--- config.mk ---
export PLATFORM = sky130hd
export DESIGN_NAME = fifo_uart_tx
export DESIGN_NICKNAME = d
export VERILOG_FILES = /design/src/rtl/fifo_uart_tx.sv
export SDC_FILE = /design/constraint.sdc
export NUM_CORES = 1
export LEC_CHECK = 0
export BUFFER_PORTS_ARGS = -buffer_cell sky130_fd_sc_hd__buf_2
export CAP_MARGIN = 40
export CORE_ASPECT_RATIO = 2
export CORE_MARGIN = 1
export CORE_UTILIZATION = 50
export CTS_CLUSTER_DIAMETER = 150
export CTS_CLUSTER_SIZE = 20
export DETAILED_ROUTE_END_ITERATION = 8
export GPL_ROUTABILITY_DRIVEN = 0
export HOLD_SLACK_MARGIN = 0.02
export PLACE_DENSITY = 0.67
export SLEW_MARGIN = 20
export SYNTH_ARGS = -nofsm -noshare
export SYNTH_HDL_FRONTEND = slang
export SYNTH_SLANG_ARGS = --single-unit
--- constraint.sdc ---
create_clock -name clk -period 3.73 [get_ports clk]
set_input_delay 0.373 -clock clk [delete_from_list [all_inputs] [get_ports clk]]
set_output_delay 0.373 -clock clk [all_outputs]
set_load 0.02 [all_outputs]
--- src/rtl/fifo_uart_tx.sv ---
// Drains bytes from an upstream FIFO and sends each one as an 8N1 UART frame.
// One pop per frame. The serial line idles high.
module fifo_uart_tx #(
  parameter int CLKS_PER_BIT = 868,
  parameter int WIDTH        = 8
) (
  input  logic             clk,
  input  logic             rst,
  input  logic             en,
  input  logic             fifo_empty,
  input  logic [WIDTH-1:0] fifo_dout,
  output logic             fifo_rd_en,
  output logic             tx,
  output logic             busy,
  output logic             tx_done
);

  // state  | meaning
  // IDLE   | line high; waits for en=1 with a non-empty FIFO
  // POP    | one-cycle read strobe to the FIFO
  // LOAD   | capture fifo_dout and clear the baud counter
  // START  | start bit (low)
  // DATA   | eight data bits, LSB first
  // STOP   | stop bit (high); tx_done on its final cycle
  typedef enum logic [2:0] {
    S_IDLE, S_POP, S_LOAD, S_START, S_DATA, S_STOP
  } state_t;

  localparam int CW = $clog2(CLKS_PER_BIT);
  localparam logic [CW-1:0] CNT_LAST = CW'(CLKS_PER_BIT - 1);
  localparam logic [CW-1:0] CNT_ONE  = CW'(1);

  state_t           state, state_n;
  logic [CW-1:0]    cnt, cnt_n;
  logic [2:0]       idx, idx_n;
  logic [WIDTH-1:0] shreg, shreg_n;
  logic             tx_n;
  logic             bit_end;

  assign bit_end = (cnt == CNT_LAST);

  always_comb begin
    state_n    = state;
    cnt_n      = cnt;
    idx_n      = idx;
    shreg_n    = shreg;
    fifo_rd_en = 1'b0;
    tx_done    = 1'b0;
    busy       = (state != S_IDLE);
    case (state)
      S_IDLE: begin
        if (en && !fifo_empty) state_n = S_POP;
      end
      S_POP: begin
        fifo_rd_en = 1'b1;
        state_n    = S_LOAD;
      end
      S_LOAD: begin
        shreg_n = fifo_dout;
        cnt_n   = '0;
        idx_n   = 3'd0;
        state_n = S_START;
      end
      S_START: begin
        if (bit_end) begin
          cnt_n   = '0;
          idx_n   = 3'd0;
          state_n = S_DATA;
        end else begin
          cnt_n = cnt + CNT_ONE;
        end
      end
      S_DATA: begin
        if (bit_end) begin
          cnt_n = '0;
          if (idx == 3'd7) state_n = S_STOP;
          else             idx_n   = idx + 3'd1;
        end else begin
          cnt_n = cnt + CNT_ONE;
        end
      end
      S_STOP: begin
        if (bit_end) begin
          cnt_n   = '0;
          tx_done = 1'b1;
          state_n = S_IDLE;
        end else begin
          cnt_n = cnt + CNT_ONE;
        end
      end
      default: state_n = S_IDLE;
    endcase
  end

  // tx is computed from the next state, so the line flop changes together with the state.
  always_comb begin
    tx_n = 1'b1;
    case (state_n)
      S_START: tx_n = 1'b0;
      S_DATA:  tx_n = shreg_n[idx_n];
      default: tx_n = 1'b1;
    endcase
  end

  always_ff @(posedge clk) begin
    if (!rst) begin
      state <= S_IDLE;
      cnt   <= '0;
      idx   <= 3'd0;
      shreg <= '0;
      tx    <= 1'b1;
    end else begin
      state <= state_n;
      cnt   <= cnt_n;
      idx   <= idx_n;
      shreg <= shreg_n;
      tx    <= tx_n;
    end
  end

endmodule

==> reports/results.ini <==
[clock_network]
cts_tree=done
cts.htree.levels=1
cts_setup_buffers=0
cts-root-buf=clkbuf_8
clk_pin_slew_ns=0.08
cts_buffer_depth=2
cts_resized=0
numCtsBuffers=3
clkLatencyLatePin_ns=0.26
cts_hold_buf=0
cts.sinks=25

[timing]
finClkSkew_ns=0.0009441
fin_setup_tns_ns=0
worst_pin_slew_ns=0.6533
slew_viol_final=0
finalHoldViolCount=0
period_needed_ns=2.405
timing.slew.headroom_pct=56.11
setup_viol=0
rsz0062_at_grt=false
post-route-period-util_pct=64.48
clock.fmax_mhz=415.8

[synth]
synth_most_common_cell=nand2_1
avgSynthCellArea_um2=7.982
synth_area_leaders=dfxtp_1 36%, nand2_1 7.3%, a21boi_0 5.4%, nor2b_1 5.0%, a21oi_1 3.6%
async_reset_ff_share_pct=0
yosysTopAreaCell=dfxtp_1
ys_seq_area_share_pct=36.04
syn_area_mm2=0.001389
synth_top_cell_area_share_pct=36.04
synth_top_flop_cell=dfxtp_1
synth_edf_count=0
ys_top_cells_by_count=27 x nand2_1, 25 x dfxtp_1, 11 x nor2b_1
synth_nets=188
syn-instance-count=174
yosysWarnings=0
synth-seq-cells=25
ys_types=42

[global_route]
grt_first_pass_wirelength_um=4981
grt_overflow_total=0
grt_max_degree=25
first_global_vias=1171
grt.total_usage_pct=22.70
antenna_found_initial=0

[worst_setup_path]
end_kind=primary output
required_ns=3.36
worstPathArrival_ns=2.03
worst-path-max-fanout=5
crit_type=reg2out
start_kind=flop

[floorplanning]
die-area_mm2=0.003005
io_pins=16
design.core.area_mm2=0.002603
die_h_um=76.54
fp.dieW_um=39.27
start_util_pct=53.37
row_count=26

[final_layout]
nets=199
antenna_cells=0
final_core_util_pct=57.74
fin_area_mm2=0.001503
area_growth_syn_to_layout_pct=8.198
layout.cells.non_filler=212
nFillCells=246
drive_gt1_share_pct=16.30

[routing]
drtIter0Drc=34
vias=1256
drt_pass1_iterations=4
ant_nets=0
routed_wl_um=2968
viasPerCell=5.925
post_drt_wl_per_cell_um=14.00
drc=0

[hold_path]
holdCritPathClass=in2reg

[power]
p_leak_nw=0.5579
powerDensity_mw_per_mm2=348.0
ir_drop_mv=0.2686

[placed_design]
post-place-cells=208
dp_hpwl_um=2300
port-buffer-count=15
placed_area_mm2=0.001456

[status]
status=completed

[run]
drv_cap=0

-- state kept, by name (all words and copies together) (netlist names) --
register / flops
cnt: 10
shreg: 8
tx: 1
idx: 3
state: 3
-- worst max-delay path, stage by stage (launching register included) --
cell and delay, ns:
dfxtp_1 0.36, or3_4 0.40, nor3_1 0.57, nand2_1 0.16, nor2_1 0.10, buf_2 0.17
-- logic make-up (layout without fill, tap and decap cells) --
family	Yosys count	in the layout	share of synthesized area, %
muxes	4	4	3.063
xor gates and xnor gates	1	1	0.6307
AOI/OAI and AO/OA	41	41	20.45
buffers and inverters	16	26	5.225
DFF	25	25	36.04
and+or+nand+nor	85	85	32.79
adders and majority gates	2	2	1.802
-- stage by stage --
stage / worst slack (ns) / power [mW] / hold slack, ns
after detailed placement: 1.363 / 0.3729 / 0.4700
after CTS: 1.333 / 0.5295 / 0.3439
after floorplan: 1.512 / 0.3524 / 0.4400
after global routing: 1.170 / 0.5512 / 0.3558
final: 1.325 / 0.5229 / 0.3460
after global placement: 1.426 / 0.3718 / 0.4602
-- placed cells by master (no fill, tap or decap), types with 5 or more instances in the layout --
cell	n
nor2_1	8
a21boi_0	10
nand2_1	27
inv_1	6
nor2b_1	11
nor3b_1	6
and2_1	5
dfxtp_1	25
nand3_1	6
buf_2	15
nor3_1	5
o21ai_0	10
a21oi_1	10
-- area by class of cell --
| type | count | area, um^2 | area share (%) |
|---|---|---|---|
| Clock buffer | 3 | 41.29 | 2.748 |
| Clock inverter | 1 | 5.005 | 0.3331 |
| Inverter | 6 | 22.52 | 1.499 |
| Multi-Input combinational cell | 133 | 815.8 | 54.29 |
| Sequential cell | 25 | 500.5 | 33.31 |
| Tap cell | 28 | 35.03 | 2.331 |
| Timing Repair Buffer | 16 | 82.58 | 5.495 |
-- worst paths after layout --
path / startpoint / slack (ns) / end / depth (start not counted)
max: cnt[3]$_SDFFE_PN0P_ / 1.32 / tx_done / 5
min: fifo_dout[3] / 0.35 / shreg[3]$_SDFF_PN0_ / 3
max reg2reg: cnt[3]$_SDFFE_PN0P_ / 1.33 / tx$_SDFF_PN1_ / 7
min reg2reg: shreg[7]$_SDFF_PN0_ / 0.47 / shreg[7]$_SDFF_PN0_ / 2
-- power breakdown --
| part | internal, mW | switching, mW | total [mW] |
|---|---|---|---|
| clock network | 0.0746 | 0.0821 | 0.157 |
| logic | 0.0331 | 0.0457 | 0.0788 |
| registers | 0.276 | 0.0112 | 0.287 |
-- metal layers --
layer | global-route usage, % | up-vias | wire length (um)
li1 | - | 627 | -
met1 | 21.59 | 600 | 1077
met2 | 41.83 | 19 | 1761
met3 | 2.624 | 10 | 45
met4 | 12.41 | 0 | 83
met5 | 0 | - | 0
No activity file was read; power rests on OpenSTA's default activity.
